--- config.mk ---
export PLATFORM = sky130hd
export DESIGN_NAME = qspi_xfer_fifo_flat
export DESIGN_NICKNAME = d
export VERILOG_FILES = /design/src/rtl/qspi_xfer_fifo_if.sv /design/src/rtl/qspi_xfer_fifo.sv /design/src/flat_wrapper.sv
export SDC_FILE = /design/constraint.sdc
export NUM_CORES = 1
export LEC_CHECK = 0
export CAP_MARGIN = 0
export CORE_MARGIN = 2
export CORE_UTILIZATION = 45
export DETAILED_ROUTE_END_ITERATION = 10
export SYNTH_ARGS = -nofsm -noshare
export SYNTH_HDL_FRONTEND = slang
export SYNTH_SLANG_ARGS = --single-unit
--- constraint.sdc ---
create_clock -name clk -period 5.1 [get_ports clk]
set_input_delay 1.02 -clock clk [delete_from_list [all_inputs] [get_ports clk]]
set_output_delay 1.02 -clock clk [all_outputs]
set_load 0.02 [all_outputs]
--- src/rtl/qspi_xfer_fifo_if.sv ---
// qspi_xfer_fifo_if
//   Bundles the data, handshake, level and error signals of one QSPI transfer
//   FIFO. Signal names carry the FIFO's own point of view (_i into the FIFO,
//   _o out of it).
//   slave  : the FIFO itself
//   master : the producer/consumer/CSR side driving the FIFO
interface qspi_xfer_fifo_if #(
    parameter int WIDTH        = 32,
    parameter int LEVEL_WIDTH  = 5,
    parameter int THRESH_WIDTH = 5
);
    logic                    flush_i;
    logic                    wr_en_i;
    logic [WIDTH-1:0]        wr_data_i;
    logic                    rd_en_i;
    logic [WIDTH-1:0]        rd_data_o;
    logic [LEVEL_WIDTH-1:0]  level_o;
    logic                    full_o;
    logic                    empty_o;
    logic [THRESH_WIDTH-1:0] thresh_i;
    logic                    thresh_hit_o;
    logic                    overflow_o;
    logic                    underflow_o;
    logic                    err_clr_i;

    modport slave (
        input  flush_i, wr_en_i, wr_data_i, rd_en_i, thresh_i, err_clr_i,
        output rd_data_o, level_o, full_o, empty_o, thresh_hit_o,
               overflow_o, underflow_o
    );

    modport master (
        output flush_i, wr_en_i, wr_data_i, rd_en_i, thresh_i, err_clr_i,
        input  rd_data_o, level_o, full_o, empty_o, thresh_hit_o,
               overflow_o, underflow_o
    );
endinterface

--- src/rtl/qspi_xfer_fifo.sv ---
// qspi_xfer_fifo
//   First-word-fall-through word FIFO between the DMA engine and the QSPI
//   shifter (used as both TX and RX buffer). Exports occupancy, a watermark
//   compare and sticky overflow/underflow flags.
// Ports
//   clk   : clock, rising edge
//   reset : synchronous, active-high
//   bus   : qspi_xfer_fifo_if.slave (write/read handshake, head data,
//           level/full/empty, threshold compare, sticky error flags, flush)
module qspi_xfer_fifo #(
    parameter int WIDTH        = 32,
    parameter int DEPTH        = 8,
    parameter int LEVEL_WIDTH  = 5,
    parameter int THRESH_WIDTH = 5
) (
    input  logic             clk,
    input  logic             reset,
    qspi_xfer_fifo_if.slave  bus
);
    localparam int PTR_W = (DEPTH > 1) ? $clog2(DEPTH) : 1;
    localparam int CMP_W = (LEVEL_WIDTH > THRESH_WIDTH) ? LEVEL_WIDTH : THRESH_WIDTH;
    localparam logic [PTR_W-1:0]       LAST_IDX = PTR_W'(DEPTH - 1);
    localparam logic [LEVEL_WIDTH-1:0] FULL_LVL = LEVEL_WIDTH'(DEPTH);

    logic [WIDTH-1:0]       mem_q [DEPTH];
    logic [PTR_W-1:0]       wr_ptr_q, wr_ptr_d;
    logic [PTR_W-1:0]       rd_ptr_q, rd_ptr_d;
    logic [LEVEL_WIDTH-1:0] level_q, level_d;
    logic                   overflow_q, overflow_d;
    logic                   underflow_q, underflow_d;

    logic full, empty, rd_acc, wr_acc;

    assign full   = (level_q == FULL_LVL);
    assign empty  = (level_q == '0);
    assign rd_acc = bus.rd_en_i && !empty;
    // A pop in the same cycle frees the slot, so a full FIFO still accepts.
    assign wr_acc = bus.wr_en_i && (!full || rd_acc);

    always_comb begin
        wr_ptr_d    = wr_ptr_q;
        rd_ptr_d    = rd_ptr_q;
        level_d     = level_q + LEVEL_WIDTH'(wr_acc) - LEVEL_WIDTH'(rd_acc);
        // Clear first, then a same-cycle error event re-sets the flag.
        overflow_d  = (overflow_q  && !bus.err_clr_i) || (bus.wr_en_i && !wr_acc);
        underflow_d = (underflow_q && !bus.err_clr_i) || (bus.rd_en_i && empty);
        if (wr_acc) begin
            wr_ptr_d = (wr_ptr_q == LAST_IDX) ? '0 : wr_ptr_q + 1'b1;
        end
        if (rd_acc) begin
            rd_ptr_d = (rd_ptr_q == LAST_IDX) ? '0 : rd_ptr_q + 1'b1;
        end
    end

    always_ff @(posedge clk) begin
        if (reset) begin
            wr_ptr_q    <= '0;
            rd_ptr_q    <= '0;
            level_q     <= '0;
            overflow_q  <= 1'b0;
            underflow_q <= 1'b0;
        end else if (bus.flush_i) begin
            // Flush drops contents only; sticky flags survive.
            wr_ptr_q <= '0;
            rd_ptr_q <= '0;
            level_q  <= '0;
        end else begin
            wr_ptr_q    <= wr_ptr_d;
            rd_ptr_q    <= rd_ptr_d;
            level_q     <= level_d;
            overflow_q  <= overflow_d;
            underflow_q <= underflow_d;
        end
    end

    // Storage is deliberately not reset.
    always_ff @(posedge clk) begin
        if (!reset && !bus.flush_i && wr_acc) begin
            mem_q[wr_ptr_q] <= bus.wr_data_i;
        end
    end

    assign bus.rd_data_o    = mem_q[rd_ptr_q];
    assign bus.level_o      = level_q;
    assign bus.full_o       = full;
    assign bus.empty_o      = empty;
    assign bus.thresh_hit_o = (CMP_W'(level_q) >= CMP_W'(bus.thresh_i));
    assign bus.overflow_o   = overflow_q;
    assign bus.underflow_o  = underflow_q;
endmodule

--- src/flat_wrapper.sv ---
// flat-port wrapper written by rule: the top's interface ports become plain ports
module qspi_xfer_fifo_flat 
#(
    parameter int WIDTH        = 32,
    parameter int DEPTH        = 8,
    parameter int LEVEL_WIDTH  = 5,
    parameter int THRESH_WIDTH = 5
)
  (clk, reset, bus_flush_i, bus_wr_en_i, bus_wr_data_i, bus_rd_en_i, bus_thresh_i, bus_err_clr_i, bus_rd_data_o, bus_level_o, bus_full_o, bus_empty_o, bus_thresh_hit_o, bus_overflow_o, bus_underflow_o);
  qspi_xfer_fifo_if #(.WIDTH(WIDTH), .LEVEL_WIDTH(LEVEL_WIDTH), .THRESH_WIDTH(THRESH_WIDTH)) bus_i ();
  input  logic clk;
  input  logic reset;
  input wire logic [$bits(bus_i.flush_i)-1:0] bus_flush_i;
  input wire logic [$bits(bus_i.wr_en_i)-1:0] bus_wr_en_i;
  input wire logic [$bits(bus_i.wr_data_i)-1:0] bus_wr_data_i;
  input wire logic [$bits(bus_i.rd_en_i)-1:0] bus_rd_en_i;
  input wire logic [$bits(bus_i.thresh_i)-1:0] bus_thresh_i;
  input wire logic [$bits(bus_i.err_clr_i)-1:0] bus_err_clr_i;
  output wire logic [$bits(bus_i.rd_data_o)-1:0] bus_rd_data_o;
  output wire logic [$bits(bus_i.level_o)-1:0] bus_level_o;
  output wire logic [$bits(bus_i.full_o)-1:0] bus_full_o;
  output wire logic [$bits(bus_i.empty_o)-1:0] bus_empty_o;
  output wire logic [$bits(bus_i.thresh_hit_o)-1:0] bus_thresh_hit_o;
  output wire logic [$bits(bus_i.overflow_o)-1:0] bus_overflow_o;
  output wire logic [$bits(bus_i.underflow_o)-1:0] bus_underflow_o;
  assign bus_i.flush_i = bus_flush_i;
  assign bus_i.wr_en_i = bus_wr_en_i;
  assign bus_i.wr_data_i = bus_wr_data_i;
  assign bus_i.rd_en_i = bus_rd_en_i;
  assign bus_i.thresh_i = bus_thresh_i;
  assign bus_i.err_clr_i = bus_err_clr_i;
  assign bus_rd_data_o = bus_i.rd_data_o;
  assign bus_level_o = bus_i.level_o;
  assign bus_full_o = bus_i.full_o;
  assign bus_empty_o = bus_i.empty_o;
  assign bus_thresh_hit_o = bus_i.thresh_hit_o;
  assign bus_overflow_o = bus_i.overflow_o;
  assign bus_underflow_o = bus_i.underflow_o;
  qspi_xfer_fifo #(.WIDTH(WIDTH), .DEPTH(DEPTH), .LEVEL_WIDTH(LEVEL_WIDTH), .THRESH_WIDTH(THRESH_WIDTH)) u_core (.clk(clk), .reset(reset), .bus(bus_i));
endmodule
==> flow_summary.toml, run 1 <==
[cts]
postCtsHoldBufs = 0
cts_tree = "done"
h-tree-depth = 1
clk_path_buf_depth = 3
clkLatencyLatePin_ps = 530
post-cts-setup-buffer-count = 0
clkSinkCount = 272
cts_root_buf = "clkbuf_16"
path_clk_slew_ps = 50
cts_resized = 0
cts_buffers = 29

[drt]
ant_nets = 0
drt-initial-drc-count = 249
drt-met1-wl_um = 8870
wl_met2_um = 10400
viasPerCell = 5.37
drt-total-wl_um = 20400
vias = 4981
route.top_layer_used = "met4"
route.met3.wl_um = 858
wl_per_cell_um = 22.0
first_pass_iters = 8
drcViolationCount = 0

[logic_synthesis]
ys_seq_elements = 272
synthesis.area_um2 = 10700
syn_avg_cell_area_um2 = 22.3
synthCells = 480
ys_seq_area_share_pct = 74.7
synth_warnings = 0
syn_nets = 540
synth_cell_types = 36

[layout]
drive_gt1_share_pct = 19.7
synthToLayoutAreaGrowth_pct = 20.1
stdcell_count = 927
n_antenna_cell = 0
fin_nets = 651

[global_routing]
grt_pass1_wl_um = 30400
grt_usage_pct = 16.5
grt_max_degree = 42
grt_pass1_vias = 5319
globalRoute.totalOverflow = 0
grt_antenna_before_repair = 0

[floorplan]
core_area_um2 = 23400
pin_count = 85
die_area_um2 = 25100
initial_utilization_pct = 45.8
rows = 56
die_w_um = 158
chipHeight_um = 158

[placement]
io_buffers = 84
routabilityCongestion = 0.735
hpwl_um = 11800
place_inst = 879

[critical_path]
crit_chain = "buf_12 -> mux4_1 -> mux2_2 -> clkdlybuf4s50_1"
startpoint_type = "flip-flop"
crit_required_ps = 4080
critPathSlowestCell = "dfxtp_4"
cp_data_arrival_time_ps = 3120
cp-end-kind = "output pin"
slowest_delay_ps = 780
path_max_fanout = 34
worstSetupPathType = "flip-flop to output pin"

[min_path]
worst_hold_path_type = "flip-flop to flip-flop"

[timing]
fmax_mhz = 242
relSlewSlack_pct = 47.3
min_period_ps = 4140
skew_ps = 10.6
finalMaxSlewViolations = 0
worstMarginPinSlew_ps = 787
tns_ps = 0
period_share_pct = 81.1
final-hold-violation-count = 0
setup_violations = 0
rsz0062_at_grt = "no"

[power_and_ir_drop]
vdd_drop_max_mv = 0.242
p_leak_nw = 4.16
clock_power_share_pct = 35.8
switching_power_mw = 1.19
p_int_mw = 3.97
pwr-share-comb_pct = 15.0
sequentialPowerShare_pct = 49.3
swShare_pct = 23.1
power-per-cell-area_nw_per_um2 = 401

[job]
max_cap_violations = 0

[outcome]
status = "completed"
==> cells in the final DEF, fill, tap and decap left out, types with 3 or more instances in the layout <==
cell type          n
nand3_1            3
clkinv_2           4
nor2_1             9
clkinv_1           6
mux4_2            24
a21oi_1            5
o21ai_0            4
mux4_1            40
nand2_1            6
buf_12             3
clkdlybuf4s50_1   84
clkbuf_1           7
dfxtp_1           13
ha_1              16
or3_1              4
buf_4             12
clkbuf_16         29
mux2_2            32
inv_1             14
nor2_4             6
edfxtp_1         256
==> synthesized netlist by cell type, drive strengths merged <==
library cell,n,share of area [%]
edfxtp,256,72
mux4,64,15
mux2,32,3.4
buf,16,1.1
dfxtp,16,3.0
ha,16,1.9
nor2,15,0.52
inv,14,0.49
nand2,6,0.21
a21oi,5,0.23
o21ai,5,0.27
or3,4,0.23
clkbuf,3,0.10
nand3,3,0.14
a21o,2,0.14
a32oi,2,0.16
and2,2,0.12
mux2i,2,0.19
nand2b,2,0.12
nor3,2,0.093
xnor2,2,0.16
a211oi,1,0.070
fa,1,0.19
nand3b,1,0.070
nor2b,1,0.058
nor4b,1,0.082
o211ai,1,0.070
o21bai,1,0.070
or2,1,0.058
or3b,1,0.082
or4b,1,0.13
xor2,1,0.082
==> state kept, by name, indices dropped and copies added, names as in the netlist, named ones only <==
| name | cells |
|---|---|
| u_core.bus.underflow_o | 1 |
| u_core.bus.overflow_o | 1 |
| u_core.wr_ptr_q | 3 |
| u_core.mem_q | 256 |
| u_core.rd_ptr_q | 3 |
| u_core.bus.level_o | 5 |
==> cell families (layout without fill, tap and decap cells) <==
group | after synthesis | after routing | synth area share, %
muxes | 98 | 98 | 18.4
adders and majority gates | 17 | 17 | 2.05
xor gates and xnor gates | 3 | 3 | 0.245
DFF | 272 | 272 | 74.7
and+or+nand+nor | 40 | 40 | 1.91
buffers and inverters | 33 | 161 | 1.72
AOI/OAI and AO/OA | 17 | 17 | 1.02
==> worst paths after layout <==
check	startpoint	end	slack, ps	depth (start not counted)
worst max register to register	u_core.bus.level_o[2]$_SDFF_PP0_	u_core.bus.level_o[4]$_SDFF_PP0_	1810	13
worst min-delay path	u_core.rd_ptr_q[0]$_SDFFE_PP0N_	flip-flop	490	2
worst min register to register	u_core.rd_ptr_q[0]$_SDFFE_PP0N_	flip-flop	490	2
worst max-delay path	flip-flop	bus_rd_data_o[16]	960	4
==> worst max-delay path: cells and delay by family, from the launching register on <==
kind,cells,cell delay (ps)
DFF,1,780
buffers and inverters,2,870
muxes,2,900
==> power by group through the flow <==
stage	registers, mW	logic (mW)	clock network [mW]
2_1_floorplan	2.57	0.511	0
5_1_grt	2.55	0.845	1.98
4_1_cts	2.55	0.784	1.89
3_5_place_dp	2.59	0.777	0
3_3_place_gp	2.59	0.753	0
6_report	2.54	0.774	1.85
==> layer usage <==
metal / GRT usage [%] / vias up
met5: 0 / -
met4: 4.29 / 0
met3: 3.13 / 26
met2: 28.7 / 108
met1: 21.6 / 2607
li1: - / 2240
==> stage by stage <==
step	util (%)	setup slack (ps)	area, um^2	hold WS (ps)	power (mW)
6_report	55.0	965	12900	494	5.17
5_1_grt	55.0	814	12900	517	5.38
4_1_cts	55.0	874	12900	500	5.23
3_5_place_dp	51.5	1180	12000	483	3.37
3_3_place_gp	51.5	1190	12000	470	3.34
2_1_floorplan	-	670	10700	463	3.08
==> cell type report <==
class / count / area [um^2]
clock buffers: 36 / 752
multi-input cells: 175 / 2590
repair buffers: 99 / 991
inverters: 14 / 52.6
flip-flops and latches: 272 / 8010
clock inverters: 12 / 80.1
fillers: 1803 / 10500
well taps: 319 / 399
No activity file was read; power rests on OpenSTA's default activity.
==> inputs of run 2 (changes only) <==
PLACE_DENSITY = 0.67   (was unset)
clock period = 3.8 ns   (was 5.1 ns; I/O delays follow)
==> run 2 against run 1 <==
Final cell count is 0.97% higher. Wire length is 2.3% lower. Sequential share of layout area is 0.47 points lower. Clock-buffer cell count is 7 higher. Total power is 34% higher. Core utilization is 0.42 points higher. Critical path depth stayed put. Largest cell class unchanged. Highest routed layer is now met5.
==> flow_summary.toml, run 2 (synthesis results as in run 1) <==
[placement]
place_inst = 886
hpwl_um = 12000
io_buffers = 84
pre_cts_ws_ps = 411
routabilityCongestion = 0.715

[layout]
layout_common_cells = "edfxtp_1, clkdlybuf4s50_1, mux4_1, mux2_2, clkbuf_16"
mostFrequentLayoutCell = "edfxtp_1"
stdcell_count = 936
top_register = "u_core.mem_q"
fin_nets = 657
largest_register_ffs = 256
final.fill_count = 1792
n_antenna_cell = 0
drive_gt1_share_pct = 20.9
synthToLayoutAreaGrowth_pct = 21.0

[timing]
finalMaxSlewViolations = 0
worst_hold_slack_ps = 496
worstMarginPinSlew_ps = 880
fmax_mhz = 286
final-hold-violation-count = 0
setup_ws_ps = 304
skew_ps = 11.3
relSlewSlack_pct = 41.1
setup_violations = 0
tns_ps = 0
min_period_ps = 3500
rsz0062_at_grt = "no"
period_share_pct = 92.0

[global_routing]
gr-usage-met2_pct = 27.7
grt_usage_pct = 16.4
grt_antenna_before_repair = 1
use_met3_pct = 3.81
grt_max_degree = 39
grt_pass1_wl_um = 30500
globalRoute.totalOverflow = 0
grtUsageMet1_pct = 21.6
top_usage_layer = "met2"
grt_pass1_vias = 5320

[cts]
post-cts-setup-buffer-count = 0
cts_buffers = 28
clkSinkCount = 272
cts_tree = "done"
cts_root_buf = "clkbuf_16"
clk_path_buf_depth = 3
h-tree-depth = 1
path_clk_slew_ps = 60
cts_resized = 0
postCtsHoldBufs = 0
clkLatencyLatePin_ps = 530

[floorplan]
rows = 56
die_area_um2 = 25100
core_area_um2 = 23400
die_w_um = 158
initial_utilization_pct = 45.8
pin_count = 85
chipHeight_um = 158

[critical_path]
worstSetupPathType = "flip-flop to output pin"
cp_data_arrival_time_ps = 2740
path_max_fanout = 38
crit_required_ps = 3040
startpoint_type = "flip-flop"
cp-end-kind = "output pin"

[drt]
wl_per_cell_um = 21.3
first_pass_iters = 4
ant_nets = 0
viasPerCell = 5.35
drt-total-wl_um = 19900
drcViolationCount = 0
drt-initial-drc-count = 265
vias = 5011

[power_and_ir_drop]
vdd_drop_max_mv = 0.321
power-per-cell-area_nw_per_um2 = 534
p_leak_nw = 4.21

[job]
max_cap_violations = 0

[min_path]
worst_hold_path_type = "flip-flop to flip-flop"

[outcome]
status = "completed"
-- run 2: cell types whose count changed in the layout (fill, tap and decap cells not counted), sizes merged --
| cell | previous run | this run |
|---|---|---|
| clkinv | 10 | 5 |
| bufinv | 1 | 0 |
| clkinvlp | 1 | 0 |
| buf | 15 | 22 |
| clkbuf | 36 | 43 |
| inv | 14 | 16 |
-- run 2: metrics by stage --
step	util (%)	total power [mW]	area, um^2
global route	55.4	7.23	13000
CTS	55.4	7.01	13000
floorplan	-	4.14	10700
finish	55.4	6.93	13000
detailed placement	51.8	4.52	12100
global placement	51.8	4.49	12100
-- run 2: where the power goes --
part	internal [mW]	total [mW]	switching, mW
combinational	0.562	1.08	0.514
sequential	3.33	3.38	0.0483
clock	1.44	2.48	1.04
-- run 2: critical path, cell delays in order, from the launching register on --
cell and delay, ps:
dfxtp_4 430, buf_12 300, mux4_1 600, mux2_2 280, clkdlybuf4s50_1 590
-- run 2: metal layers --
metal | share of wire, % | routed length (um)
met2 | 50 | 10000
met4 | 1.3 | 269
met3 | 5.8 | 1160
met1 | 42 | 8450
met5 | 0.080 | 16
-- run 2: area by class of cell --
cell class | count | area (um^2) | share of cell area, %
Clock buffer | 43 | 798 | 6.15
Clock inverter | 7 | 41.3 | 0.318
Inverter | 14 | 52.6 | 0.405
Multi-Input combinational cell | 175 | 2600 | 20.0
Sequential cell | 272 | 8010 | 61.8
Tap cell | 319 | 399 | 3.08
Timing Repair Buffer | 106 | 1070 | 8.24
-- run 2: final timing paths --
check | start | endpoint | slack [ps] | depth (start not counted)
worst min register to register | u_core.bus.underflow_o$_SDFFE_PP0N_ | u_core.bus.underflow_o$_SDFFE_PP0N_ | 500 | 2
worst max register to register | u_core.bus.level_o[2]$_SDFF_PP0_ | u_core.bus.level_o[4]$_SDFF_PP0_ | 670 | 13
worst max-delay path | flip-flop | bus_rd_data_o[31] | 300 | 4
worst min-delay path | u_core.bus.underflow_o$_SDFFE_PP0N_ | u_core.bus.underflow_o$_SDFFE_PP0N_ | 500 | 2
==> inputs of run 3 (changes only) <==
CORE_UTILIZATION = 30   (was 45)
PLACE_DENSITY = unset   (was 0.67)
==> run 3 against run 2 <==
Sequential power hardly changed. Maximum frequency is 1.9% lower. Clock-buffer cell count is 2 lower. Clock skew is 7.6 ps higher. Final cell count is 16% higher. Via count is 0.32% higher. Critical endpoint is now bus_rd_data_o[5]. Non-clock buffer count is 2 higher. Cell area is 2.1% higher. Combinational power is 6% higher. Global-route usage is 4.1 points lower. Hold slack better by 6.5 ps.
==> flow_summary.toml, run 3 (synthesis results as in run 1) <==
[global_routing]
grt_usage_pct = 12.3
grt_max_degree = 39
grt_antenna_before_repair = 1
grt_pass1_vias = 5609
grt_pass1_wl_um = 33900
globalRoute.totalOverflow = 0

[drt]
ant_nets = 0
wl_per_cell_um = 20.6
drt-total-wl_um = 22400
viasPerCell = 4.63
vias = 5027
drcViolationCount = 0
first_pass_iters = 4
drt-initial-drc-count = 297

[critical_path]
cp_data_arrival_time_ps = 2800
path_max_fanout = 13
crit_required_ps = 3040
cp-end-kind = "output pin"
worstSetupPathType = "flip-flop to output pin"
r2r.worst_path.cells = 14
timing.rr.end = "u_core.bus.level_o[4]$_SDFF_PP0_"
r2r_setup_slack_ps = 560
startpoint_type = "flip-flop"
r2r_start = "u_core.bus.level_o[2]$_SDFF_PP0_"

[power_and_ir_drop]
power_mw = 7.19
p_int_mw = 5.51
switching_power_mw = 1.68
sequentialPowerShare_pct = 47.3
vdd_drop_max_mv = 0.337
swShare_pct = 23.4
clock_power_share_pct = 36.9
p_leak_nw = 4.25
power-per-cell-area_nw_per_um2 = 543
pwr-share-comb_pct = 15.8

[placement]
io_buffers = 84
hpwl_um = 13300
routabilityCongestion = 0.756

[cts]
clkSinkCount = 272
cts_buffers = 29
cts_tree = "done"
h-tree-depth = 1
cts_root_buf = "clkbuf_16"
path_clk_slew_ps = 50
clk_path_buf_depth = 3
clkLatencyLatePin_ps = 550

[floorplan]
die_area_um2 = 37300
chipHeight_um = 193
pin_count = 85
die_w_um = 193
rows = 69
core_area_um2 = 35400
initial_utilization_pct = 30.3

[timing]
final-hold-violation-count = 0
rsz0062_at_grt = "no"
tns_ps = 0
worstMarginPinSlew_ps = 835
setup_violations = 0
relSlewSlack_pct = 44.1
finalMaxSlewViolations = 0
worst_hold_slack_ps = 502
min_period_ps = 3560
fmax_mhz = 281
period_share_pct = 93.8
skew_ps = 19.0

[layout]
synthToLayoutAreaGrowth_pct = 23.5
mostFrequentLayoutCell = "edfxtp_1"
top_register = "u_core.mem_q"
seq_area_um2 = 8020
final.fill_count = 3226
fin_nets = 660
layout_common_cells = "edfxtp_1, clkdlybuf4s50_1, mux4_1, mux2_2, clkbuf_16"
multi_input_area_um2 = 2600
largest_register_ffs = 256
drive_gt1_share_pct = 21.3

[min_path]
hold_depth = 2
worst_hold_path_type = "flip-flop to flip-flop"
hold_path.startpoint = "u_core.rd_ptr_q[0]$_SDFFE_PP0N_"

[job]
max_cap_violations = 0

[outcome]
status = "completed"
## run 3: changes by cell type in the layout (fill, tap and decap cells not counted)
cell	previous run	this run
clkinv_1	1	5
buf_4	17	19
bufinv_16	0	2
clkbuf_1	12	10
clkinv_2	4	2
clkinvlp_4	0	2
buf_12	5	4
clkbuf_16	29	30
clkinv_4	0	1
dfxtp_2	2	1
dfxtp_4	1	2
diode_2	0	1
inv_6	2	1
## run 3: repair_timing
item | CTS | global route
endpoints found under the setup margin | 0 | 3
gates resized for setup | 0 | 0
hold buffers | 0 | 0
buffers inserted | 0 | 1
## run 3: layout make-up
class | count | share of cell area (%)
Antenna cell | 1 | 0.0189
Clock buffer | 41 | 5.97
Clock inverter | 13 | 0.916
Inverter | 14 | 0.397
Multi-Input combinational cell | 175 | 19.6
Sequential cell | 272 | 60.5
Tap cell | 461 | 4.35
Timing Repair Buffer | 108 | 8.22
## run 3: critical path, stage by stage, from the launching register on
cell and delay [ps]:
dfxtp_4 560, buf_4 290, mux4_1 580, mux2_2 280, clkdlybuf4s50_1 540
## run 3: worst max path at each step
stage	cells after the start	endpoint
after floorplan	13	u_core.bus.level_o[4]$_SDFF_PP0_
after global placement	7	bus_thresh_hit_o
after detailed placement	7	bus_thresh_hit_o
after CTS	4	bus_rd_data_o[5]
after global routing	4	bus_rd_data_o[5]
final	4	bus_rd_data_o[5]
## run 3: power by group through the flow
stage	Sequential (mW)	Combinational, mW	Clock (mW)
4_1_cts	3.41	1.13	2.72
3_3_place_gp	3.46	1.06	0
5_1_grt	3.41	1.24	2.84
2_1_floorplan	3.45	0.686	0
6_report	3.40	1.14	2.65
3_5_place_dp	3.47	1.11	0
## run 3: metrics by stage
stage	setup slack (ps)	instance area (um^2)	instances	util, %
floorplan	334	10700	480	-
detailed placement	403	12300	1029	34.8
finish	235	13200	1085	37.4
global route	112	13200	1084	37.4
global placement	349	12300	1029	34.8
CTS	15.4	13200	1083	37.4
## run 3: routing by layer
layer / vias up / global-route usage [%] / share of wire [%]
li1: 2268 / - / -
met1: 2625 / 15.3 / 42
met2: 107 / 22.1 / 52
met3: 27 / 2.50 / 4.4
met4: 0 / 2.65 / 2.0
met5: - / 0 / 0
